--- config.mk ---
export PLATFORM = sky130hd
export DESIGN_NAME = i2c_slave_if_flat
export DESIGN_NICKNAME = d
export VERILOG_FILES = /design/src/rtl/i2c_slave_if_if.sv /design/src/rtl/i2c_slave_if.sv /design/src/flat_wrapper.sv
export SDC_FILE = /design/constraint.sdc
export NUM_CORES = 1
export LEC_CHECK = 0
export BUFFER_PORTS_ARGS = -buffer_cell sky130_fd_sc_hd__buf_4
export CELL_PAD_IN_SITES_DETAIL_PLACEMENT = 1
export CELL_PAD_IN_SITES_GLOBAL_PLACEMENT = 1
export CORE_AREA = 2 2 74 94
export DETAILED_ROUTE_END_ITERATION = 12
export DIE_AREA = 0 0 76 96
export PLACE_DENSITY_LB_ADDON = 0.1
export SLEW_MARGIN = 20
export SYNTH_ARGS = -nofsm -noshare
export SYNTH_HDL_FRONTEND = slang
export SYNTH_SLANG_ARGS = --single-unit
--- constraint.sdc ---
create_clock -name clk -period 2.6 [get_ports clk]
set_input_delay 0.13 -clock clk [delete_from_list [all_inputs] [get_ports clk]]
set_output_delay 0.13 -clock clk [all_outputs]
set_load 0.02 [all_outputs]
--- src/rtl/i2c_slave_if_if.sv ---
// I2C slave bus bundle: pad-side SCL/SDA plus the user-side byte handshakes.
interface i2c_slave_if_if;
   logic       scl_i;
   logic       scl_t;
   logic       scl_o;
   logic       sda_i;
   logic       sda_t;
   logic       sda_o;
   logic [7:0] rx_data;
   logic       rx_valid;
   logic       ack_en;
   logic [7:0] tx_data;
   logic       tx_valid;
   logic       tx_req;
   logic       tx_underrun;
   logic       busy;
   logic       rw;
   logic       start_det;
   logic       stop_det;
   logic       master_nack;

   modport slave (
      input  scl_i, sda_i, ack_en, tx_data, tx_valid,
      output scl_t, scl_o, sda_t, sda_o, rx_data, rx_valid, tx_req,
             tx_underrun, busy, rw, start_det, stop_det, master_nack
   );

   modport master (
      output scl_i, sda_i, ack_en, tx_data, tx_valid,
      input  scl_t, scl_o, sda_t, sda_o, rx_data, rx_valid, tx_req,
             tx_underrun, busy, rw, start_det, stop_det, master_nack
   );
endinterface

--- src/rtl/i2c_slave_if.sv ---
// Byte-level I2C target: filtered SCL/SDA, START/STOP detection, fixed
// 7-bit address match, ACK/NACK and byte handshakes to user logic.
module i2c_slave_if #(
   parameter logic [6:0]  SLAVE_ADDR = 7'h50,
   parameter int unsigned FILTER_LEN = 3
) (
   input  logic           clk,
   input  logic           resetn,
   i2c_slave_if_if.slave  bus
);

   localparam int unsigned CNT_W    = 4;
   localparam logic [CNT_W-1:0] CNT_LAST = CNT_W'(FILTER_LEN - 1);

   typedef enum logic [2:0] {
      IDLE, ADDR, ADDR_ACK, WR_DATA, WR_ACK, RD_DATA, RD_ACK, IGNORE
   } state_t;

   // index 0 = SCL, index 1 = SDA
   logic [1:0]       w_pins;
   logic [1:0]       r_sync1, r_sync2, r_filt, r_filt_d, r_rise, r_fall;
   logic [CNT_W-1:0] r_cnt [2];

   logic w_scl, w_sda, w_scl_rise, w_scl_fall, w_start, w_stop;
   logic [7:0] w_tx_byte;

   state_t     r_state;
   logic [3:0] r_bitcnt;
   logic [7:0] r_shift;
   logic [7:0] r_tx_shift;
   logic [7:0] r_rx_data;
   logic       r_sda_t, r_busy, r_rw;
   logic       r_rx_valid, r_tx_req, r_tx_underrun;
   logic       r_start_det, r_stop_det, r_master_nack;

   assign w_pins     = {bus.sda_i, bus.scl_i};
   assign w_scl      = r_filt[0];
   assign w_sda      = r_filt[1];
   assign w_scl_rise = r_rise[0];
   assign w_scl_fall = r_fall[0];
   // SDA edges while filtered SCL is high are bus conditions, not data
   assign w_start    = r_fall[1] & w_scl;
   assign w_stop     = r_rise[1] & w_scl;
   assign w_tx_byte  = bus.tx_valid ? bus.tx_data : 8'hFF;

   // Synchronize, glitch-filter and edge-detect both pad inputs
   always_ff @(posedge clk or negedge resetn) begin
      if (!resetn) begin
         r_sync1  <= 2'b11;
         r_sync2  <= 2'b11;
         r_filt   <= 2'b11;
         r_filt_d <= 2'b11;
         r_rise   <= 2'b00;
         r_fall   <= 2'b00;
         r_cnt[0] <= '0;
         r_cnt[1] <= '0;
      end else begin
         r_sync1  <= w_pins;
         r_sync2  <= r_sync1;
         r_filt_d <= r_filt;
         r_rise   <= r_filt & ~r_filt_d;
         r_fall   <= ~r_filt & r_filt_d;
         for (int i = 0; i < 2; i++) begin
            if (r_sync2[i] == r_filt[i]) begin
               r_cnt[i] <= '0;
            end else if (r_cnt[i] == CNT_LAST) begin
               r_filt[i] <= r_sync2[i];
               r_cnt[i]  <= '0;
            end else begin
               r_cnt[i] <= r_cnt[i] + CNT_W'(1);
            end
         end
      end
   end

   // Protocol FSM; SDA drive updates one clk after the registered SCL fall
   always_ff @(posedge clk or negedge resetn) begin
      if (!resetn) begin
         r_state       <= IDLE;
         r_bitcnt      <= '0;
         r_shift       <= '0;
         r_tx_shift    <= '1;
         r_rx_data     <= '0;
         r_sda_t       <= 1'b1;
         r_busy        <= 1'b0;
         r_rw          <= 1'b0;
         r_rx_valid    <= 1'b0;
         r_tx_req      <= 1'b0;
         r_tx_underrun <= 1'b0;
         r_start_det   <= 1'b0;
         r_stop_det    <= 1'b0;
         r_master_nack <= 1'b0;
      end else begin
         r_rx_valid    <= 1'b0;
         r_tx_req      <= 1'b0;
         r_tx_underrun <= 1'b0;
         r_start_det   <= 1'b0;
         r_stop_det    <= 1'b0;
         r_master_nack <= 1'b0;
         if (w_start) begin
            r_state     <= ADDR;
            r_bitcnt    <= '0;
            r_sda_t     <= 1'b1;
            r_start_det <= 1'b1;
         end else if (w_stop) begin
            r_state    <= IDLE;
            r_bitcnt   <= '0;
            r_sda_t    <= 1'b1;
            r_busy     <= 1'b0;
            r_stop_det <= 1'b1;
         end else begin
            case (r_state)
               ADDR: begin
                  if (w_scl_rise) begin
                     r_shift  <= {r_shift[6:0], w_sda};
                     r_bitcnt <= r_bitcnt + 4'd1;
                  end else if (w_scl_fall && r_bitcnt == 4'd8) begin
                     r_bitcnt <= '0;
                     if (r_shift[7:1] == SLAVE_ADDR) begin
                        r_state <= ADDR_ACK;
                        r_sda_t <= 1'b0;
                        r_busy  <= 1'b1;
                        r_rw    <= r_shift[0];
                     end else begin
                        r_state <= IGNORE;
                        r_busy  <= 1'b0;
                     end
                  end
               end
               ADDR_ACK: begin
                  if (w_scl_rise) begin
                     r_tx_req <= r_rw;
                  end else if (w_scl_fall) begin
                     if (r_rw) begin
                        r_state       <= RD_DATA;
                        r_sda_t       <= w_tx_byte[7];
                        r_tx_shift    <= {w_tx_byte[6:0], 1'b1};
                        r_tx_underrun <= ~bus.tx_valid;
                     end else begin
                        r_state <= WR_DATA;
                        r_sda_t <= 1'b1;
                     end
                  end
               end
               WR_DATA: begin
                  if (w_scl_rise) begin
                     r_shift  <= {r_shift[6:0], w_sda};
                     r_bitcnt <= r_bitcnt + 4'd1;
                     if (r_bitcnt == 4'd7) begin
                        r_rx_data  <= {r_shift[6:0], w_sda};
                        r_rx_valid <= 1'b1;
                     end
                  end else if (w_scl_fall && r_bitcnt == 4'd8) begin
                     r_bitcnt <= '0;
                     if (bus.ack_en) begin
                        r_state <= WR_ACK;
                        r_sda_t <= 1'b0;
                     end else begin
                        r_state <= IGNORE;
                     end
                  end
               end
               WR_ACK: begin
                  if (w_scl_fall) begin
                     r_state <= WR_DATA;
                     r_sda_t <= 1'b1;
                  end
               end
               RD_DATA: begin
                  if (w_scl_rise) begin
                     r_bitcnt <= r_bitcnt + 4'd1;
                  end else if (w_scl_fall) begin
                     if (r_bitcnt == 4'd8) begin
                        r_bitcnt <= '0;
                        r_sda_t  <= 1'b1;
                        r_state  <= RD_ACK;
                     end else begin
                        r_sda_t    <= r_tx_shift[7];
                        r_tx_shift <= {r_tx_shift[6:0], 1'b1};
                     end
                  end
               end
               RD_ACK: begin
                  if (w_scl_rise) begin
                     if (!w_sda) begin
                        r_tx_req <= 1'b1;
                     end else begin
                        r_master_nack <= 1'b1;
                        r_state       <= IGNORE;
                     end
                  end else if (w_scl_fall) begin
                     r_state       <= RD_DATA;
                     r_sda_t       <= w_tx_byte[7];
                     r_tx_shift    <= {w_tx_byte[6:0], 1'b1};
                     r_tx_underrun <= ~bus.tx_valid;
                  end
               end
               default: begin
                  r_sda_t <= 1'b1;
               end
            endcase
         end
      end
   end

   assign bus.scl_t       = 1'b1;
   assign bus.scl_o       = 1'b0;
   assign bus.sda_o       = 1'b0;
   assign bus.sda_t       = r_sda_t;
   assign bus.rx_data     = r_rx_data;
   assign bus.rx_valid    = r_rx_valid;
   assign bus.tx_req      = r_tx_req;
   assign bus.tx_underrun = r_tx_underrun;
   assign bus.busy        = r_busy;
   assign bus.rw          = r_rw;
   assign bus.start_det   = r_start_det;
   assign bus.stop_det    = r_stop_det;
   assign bus.master_nack = r_master_nack;

endmodule

--- src/flat_wrapper.sv ---
// flat-port wrapper written by rule: the top's interface ports become plain ports
module i2c_slave_if_flat 
#(
   parameter logic [6:0]  SLAVE_ADDR = 7'h50,
   parameter int unsigned FILTER_LEN = 3
)
  (clk, resetn, bus_scl_i, bus_sda_i, bus_ack_en, bus_tx_data, bus_tx_valid, bus_scl_t, bus_scl_o, bus_sda_t, bus_sda_o, bus_rx_data, bus_rx_valid, bus_tx_req, bus_tx_underrun, bus_busy, bus_rw, bus_start_det, bus_stop_det, bus_master_nack);
  i2c_slave_if_if bus_i ();
  input  logic clk;
  input  logic resetn;
  input wire logic [$bits(bus_i.scl_i)-1:0] bus_scl_i;
  input wire logic [$bits(bus_i.sda_i)-1:0] bus_sda_i;
  input wire logic [$bits(bus_i.ack_en)-1:0] bus_ack_en;
  input wire logic [$bits(bus_i.tx_data)-1:0] bus_tx_data;
  input wire logic [$bits(bus_i.tx_valid)-1:0] bus_tx_valid;
  output wire logic [$bits(bus_i.scl_t)-1:0] bus_scl_t;
  output wire logic [$bits(bus_i.scl_o)-1:0] bus_scl_o;
  output wire logic [$bits(bus_i.sda_t)-1:0] bus_sda_t;
  output wire logic [$bits(bus_i.sda_o)-1:0] bus_sda_o;
  output wire logic [$bits(bus_i.rx_data)-1:0] bus_rx_data;
  output wire logic [$bits(bus_i.rx_valid)-1:0] bus_rx_valid;
  output wire logic [$bits(bus_i.tx_req)-1:0] bus_tx_req;
  output wire logic [$bits(bus_i.tx_underrun)-1:0] bus_tx_underrun;
  output wire logic [$bits(bus_i.busy)-1:0] bus_busy;
  output wire logic [$bits(bus_i.rw)-1:0] bus_rw;
  output wire logic [$bits(bus_i.start_det)-1:0] bus_start_det;
  output wire logic [$bits(bus_i.stop_det)-1:0] bus_stop_det;
  output wire logic [$bits(bus_i.master_nack)-1:0] bus_master_nack;
  assign bus_i.scl_i = bus_scl_i;
  assign bus_i.sda_i = bus_sda_i;
  assign bus_i.ack_en = bus_ack_en;
  assign bus_i.tx_data = bus_tx_data;
  assign bus_i.tx_valid = bus_tx_valid;
  assign bus_scl_t = bus_i.scl_t;
  assign bus_scl_o = bus_i.scl_o;
  assign bus_sda_t = bus_i.sda_t;
  assign bus_sda_o = bus_i.sda_o;
  assign bus_rx_data = bus_i.rx_data;
  assign bus_rx_valid = bus_i.rx_valid;
  assign bus_tx_req = bus_i.tx_req;
  assign bus_tx_underrun = bus_i.tx_underrun;
  assign bus_busy = bus_i.busy;
  assign bus_rw = bus_i.rw;
  assign bus_start_det = bus_i.start_det;
  assign bus_stop_det = bus_i.stop_det;
  assign bus_master_nack = bus_i.master_nack;
  i2c_slave_if #(.SLAVE_ADDR(SLAVE_ADDR), .FILTER_LEN(FILTER_LEN)) u_core (.clk(clk), .resetn(resetn), .bus(bus_i));
endmodule
* Word level (Yosys, flattened, before mapping) *
Index checks and enable logic that the tools add are counted.

storage, ports and cells
  flip-flop bits (word level) = 60
  input bits = 14
  output and inout port bits = 20
  logic and storage cells = 187

cells by class
  add/sub/neg operators = 3
  equal/unequal tests = 41
  multiplexer cells = 91
  bitwise operators = 12
  reduce and logical (&&, ||, !) cells = 17

operator list
  kind                   count
  $mux W8                9
  $mux W3                17
  $mux W1                47
  $mux W4                11
  $ne A4 B1 Y1 const B   8
  $reduce_and A13 Y1     2
  $pmux W8 S3            1
  $ne A4 B4 Y1 const B   5
  $ne A5 B1 Y1 const B   4
  $pmux W3 S6            1
  $add A4 B1 Y4 const B  3
  $reduce_and A4 Y1      3
  $reduce_and A11 Y1     1
  $ne A2 B2 Y1 const B   5
  $eq A3 B3 Y1 const B   3
  $eq A4 B2 Y1 const B   2
  $ne A2 B1 Y1 const B   4
  $pmux W4 S2            1
  $reduce_bool A8 Y1     1
  $eq A7 B7 Y1 const B   1
  $eq A3 B2 Y1 const B   2
  $not A1 Y1             6
  $pmux W1 S6            1
  $reduce_and A6 Y1      1
  18 further kinds       25

* Longest topological paths before layout *
  depth in word-level cells = 7
  depth in mapped cells = 8
  gate-level depth less buffers = 7

* Worst setup path before layout *
OpenSTA, ideal clock, no wires.

  path kind = register to register
  start point = register u_core.r_rise[1]
  end point = register u_core.r_rx_data[0], in the netlist u_core.bus.rx_data[0]
  library setup time = 125 ps
  arrival = 2017 ps
  data required time = 2475 ps
  path slack = 458 ps
  stages on the path, launching flop included = 8
  path buffers = 2
  period minus slack after synthesis = 2142 ps
  path through = dfrtp_1 -> o21ai_4 -> nand2_4 -> or2_1 -> buf_6 -> or4b_4 -> buf_6 -> mux2_4

between the ends
  cells in the longest elaborated chain, start to end = 3

RTL lines
  what                                line                 text
  from (decl)                         i2c_slave_if.sv:21   logic [1:0] r_sync1, r_sync2, r_filt, r_filt_d, r_rise, r_fall;
  from (signal assigned)              i2c_slave_if.sv:61   r_rise <= r_filt & ~r_filt_d;
  $and A1 B1 Y1                       i2c_slave_if.sv:43   assign w_stop = r_rise[1] & w_scl;
  $not A1 Y1 (no source line)         n/a
  $reduce_and A5 Y1 (no source line)  n/a
  to (signal assigned)                i2c_slave_if.sv:150  r_rx_data <= {r_shift[6:0], w_sda};
  to (decl)                           i2c_slave_if.sv:31   logic [7:0] r_rx_data;

No other way between the ends.
A chain may end at the register's enable or synchronous reset.

* Worst setup path in the final report *
  start point = register u_core.r_bitcnt[0]
  end point = register u_core.r_state[0]

between the ends
  cells in the longest elaborated chain, start to end = 4
  elaborated cells on any way between the ends = 6
  classes of those cells = eq/ne: 4; reduce/logical: 2

RTL lines
  what                                   line                                                           text
  from (decl)                            i2c_slave_if.sv:28                                             logic [3:0] r_bitcnt;
  from (signal assigned)                 i2c_slave_if.sv:116                                            r_bitcnt <= r_bitcnt + 4'd1;
  from (signal assigned)                 i2c_slave_if.sv:148                                            r_bitcnt <= r_bitcnt + 4'd1;
  from (signal assigned)                 i2c_slave_if.sv:171                                            r_bitcnt <= r_bitcnt + 4'd1;
  $eq A4 B4 Y1 *                         i2c_slave_if.sv:117, i2c_slave_if.sv:153, i2c_slave_if.sv:173
  $logic_and A1 B1 Y1                    i2c_slave_if.sv:117, i2c_slave_if.sv:153
  $ne A4 B1 Y1 (no source line)          n/a
  $reduce_and A13 Y1 (no source line) *  n/a
  to (signal assigned)                   i2c_slave_if.sv:120                                            r_state <= ADDR_ACK;
  to (signal assigned)                   i2c_slave_if.sv:156                                            r_state <= WR_ACK;
  to (signal assigned)                   i2c_slave_if.sv:176                                            r_state <= RD_ACK;
  to (decl)                              i2c_slave_if.sv:27                                             state_t r_state;

Every way passes the cells marked *; elsewhere a longest branch is shown, timed or not.

==> results.cfg <==
[run_status]
status = complete, no violations

[routing]
wl_per_cell_um = 15.4
ant_nets = 0
dr.pass1.iters = 4
viasPerCell = 5.30
via_count = 2076
drtIter0Drc = 121
wl_mm = 6.03
drc = 0

[cells_and_area]
layout_common_cells = dfrtp_1, buf_4, o21ai_0, nand2_1, nor2_1
drive_gt1_frac = 0.298
final_net_count = 318
diodes = 0
final_common_cell = dfrtp_1
syn_to_final_growth_pct = 17.1
finalInstanceArea_um2 = 3360
multiInputGateArea_um2 = 1250
nFillCells = 722
seqCellArea_um2 = 1500

[power_and_ir_drop]
total_power_mw = 3.49
powerDensity_nw_per_um2 = 1040
p_leak_nw = 1.55
ir_drop_mv = 0.573

[synthesis]
synth_seq_area_share = 0.522
synthCells = 267
ys_ff_latch = 59
synth_edf_count = 0
synth.distinct_cells = 57
ys.flop_type = dfrtp_1
ys_async_sr_fraction = 1.00
syn_area_um2 = 2870
yosysWarnings = 0
synth_area_per_cell_um2 = 10.7

[timing]
setup_tns_ps = 0
final_min_period_over_clock_period = 0.837
finalHoldViolations = 0
final_max_slew_viol_count = 0
rsz0062_at_grt = no
fmax_mhz = 460
skew_ps = 7.84
setup_viol = 0
relSlewSlack = 0.509
period_needed_ps = 2180
worst_pin_slew_ps = 736

[floorplanning]
die-area_um2 = 7300
start_util = 0.448
coreArea_um2 = 6400
ioPinCount = 34
die_w_um = 76
rows = 33
die_y_um = 96

[cts]
clk_pin_slew_ps = 70
cts_buffers = 9
clk_latency_ps = 340
cts_root_buffer = clkbuf_8
ctsResizeCount = 0
cts_max_level = 3
cts_buffer_depth = 2
cts_tree = done
cts.sinks = 59

[global_route]
gr-max-usage-layer = met2
antenna_found_initial = 0
grt-ovfl-total = 0
grt_pass1_vias = 2139
grtUsageMet1 = 0.212
met2_usage = 0.312
grt_start_max_net_pins = 60
grt_pass1_wl_mm = 10.1
grt_util_met3 = 0.0422
track_usage = 0.181

[critical_path]
critPathKind = reg2reg
cp_max_fo = 5
cp.required_ps = 2830
start_kind = flip-flop
crit_arrival_ps = 2400
endpoint_kind = flip-flop

[placed_design]
port_buffers = 30
dpl_cell_area_um2 = 3150
hpwl_mm = 4.18
gp_congestion = 0.860

[min_path]
hold_path.class = in2reg

[run]
drv_cap = 0
-- layout make-up --
type	instances	share of cell area
clock buffers	12	0.0462
clock inverters	4	0.00782
inverters	7	0.00782
repair buffers	38	0.0872
multi-input cells	185	0.373
well taps	87	0.0324
flip-flops and latches	59	0.445
-- state kept, by name (all words and copies together), names as in the netlist --
register	flops
u_core.r_sync2	2
u_core.r_shift	8
u_core.bus.busy	1
u_core.bus.stop_det	1
u_core.bus.sda_t	1
u_core.bus.rx_data	8
u_core.bus.rx_valid	1
u_core.bus.tx_req	1
u_core.r_tx_shift	7
u_core.bus.master_nack	1
u_core.r_filt_d	2
u_core.r_rise	2
u_core.r_filt	2
u_core.bus.start_det	1
u_core.r_cnt	8
u_core.r_bitcnt	4
u_core.r_fall	2
u_core.bus.rw	1
u_core.r_sync1	2
u_core.bus.tx_underrun	1
u_core.r_state	3
-- repair_timing --
item | in CTS | in global routing
setup endpoints to repair | 0 | 0
hold buffers | 3 | 0
buffers inserted | 0 | 0
endpoints found under the hold margin | 45 | 0
-- per-layer routing --
metal | routed length [um] | vias up
met4 | 165 | 0
met1 | 2670 | 1031
li1 | - | 998
met2 | 3000 | 34
met3 | 189 | 13
met5 | 0 | -
-- cells in the mapped netlist, types with 3 or more instances --
| library cell | count | area (um^2) |
|---|---|---|
| inv_1 | 7 | 26.3 |
| nand2b_1 | 4 | 25.0 |
| clkbuf_1 | 8 | 30.0 |
| xor2_1 | 4 | 35.0 |
| nand3b_1 | 8 | 60.1 |
| nand2_1 | 23 | 86.3 |
| dfstp_2 | 16 | 420 |
| mux2_4 | 8 | 120 |
| o211ai_1 | 4 | 30.0 |
| dfrtp_1 | 43 | 1080 |
| a21oi_1 | 9 | 45.0 |
| o21ai_0 | 25 | 125 |
| nand4_1 | 3 | 18.8 |
| mux2_2 | 10 | 113 |
| mux2i_1 | 3 | 30.0 |
| buf_4 | 4 | 30.0 |
| nor2_1 | 19 | 71.3 |
| nor3_1 | 6 | 30.0 |
| ha_1 | 4 | 50.1 |
| nand3_1 | 6 | 30.0 |
| nor2b_1 | 8 | 50.1 |
| nor3b_1 | 3 | 22.5 |
-- metrics by stage --
stage | std cells | utilization | setup slack, ps | hold slack, ps
6_report | 392 | 0.525 | 424 | 35.3
5_1_grt | 392 | 0.525 | 261 | 42.2
4_1_cts | 392 | 0.525 | 417 | 23.2
3_5_place_dp | 373 | 0.492 | 451 | 239
3_3_place_gp | 373 | 0.492 | 517 | 238
2_1_floorplan | 268 | - | 458 | -166
-- logic make-up (layout without fill, tap and decap cells) --
family | count (synthesis) | count (layout) | synth area share
mux | 21 | 21 | 0.0916
compound gates | 54 | 54 | 0.120
xor+xnor | 6 | 6 | 0.0183
fa+ha+maj | 4 | 4 | 0.0174
simple gates | 97 | 97 | 0.185
flops | 59 | 59 | 0.522
buf+inv | 24 | 61 | 0.0427
other cells | 2 | 3 | 0.00262
-- power by group --
| group | switching, mW | leakage [nW] | total [mW] | internal (mW) |
|---|---|---|---|---|
| sequential | 0.257 | 0.748 | 1.49 | 1.24 |
| combinational | 0.719 | 0.709 | 1.25 | 0.528 |
| clock | 0.358 | 0.0924 | 0.754 | 0.396 |
-- worst max-delay path, stage by stage (launching register included) --
cell	delay, ps
dfrtp_1	430
inv_1	80
ha_1	150
and3b_1	230
nor2b_1	270
nor3_1	100
or4_1	540
a32o_1	270
-- path summary, 6_finish.rpt --
path                                                start                               end  slack (ps)  cells after the start
max in group asynchronous                          resetn     u_core.r_state[1]$_DFFE_PN0P_        1710                      2
hold / removal                               bus_tx_valid  u_core.bus.tx_underrun$_DFF_PN0_          40                      2
setup reg to reg           u_core.r_bitcnt[0]$_DFFE_PN0P_     u_core.r_state[0]$_DFFE_PN0P_         420                      7
setup / recovery           u_core.r_bitcnt[0]$_DFFE_PN0P_     u_core.r_state[0]$_DFFE_PN0P_         420                      7
min in group asynchronous                          resetn     u_core.bus.rx_valid$_DFF_PN0_         390                      2
hold reg to reg               u_core.r_sync1[1]$_DFF_PN1_       u_core.r_sync2[1]$_DFF_PN1_         360                      0
(Power assumes the default switching activity.)
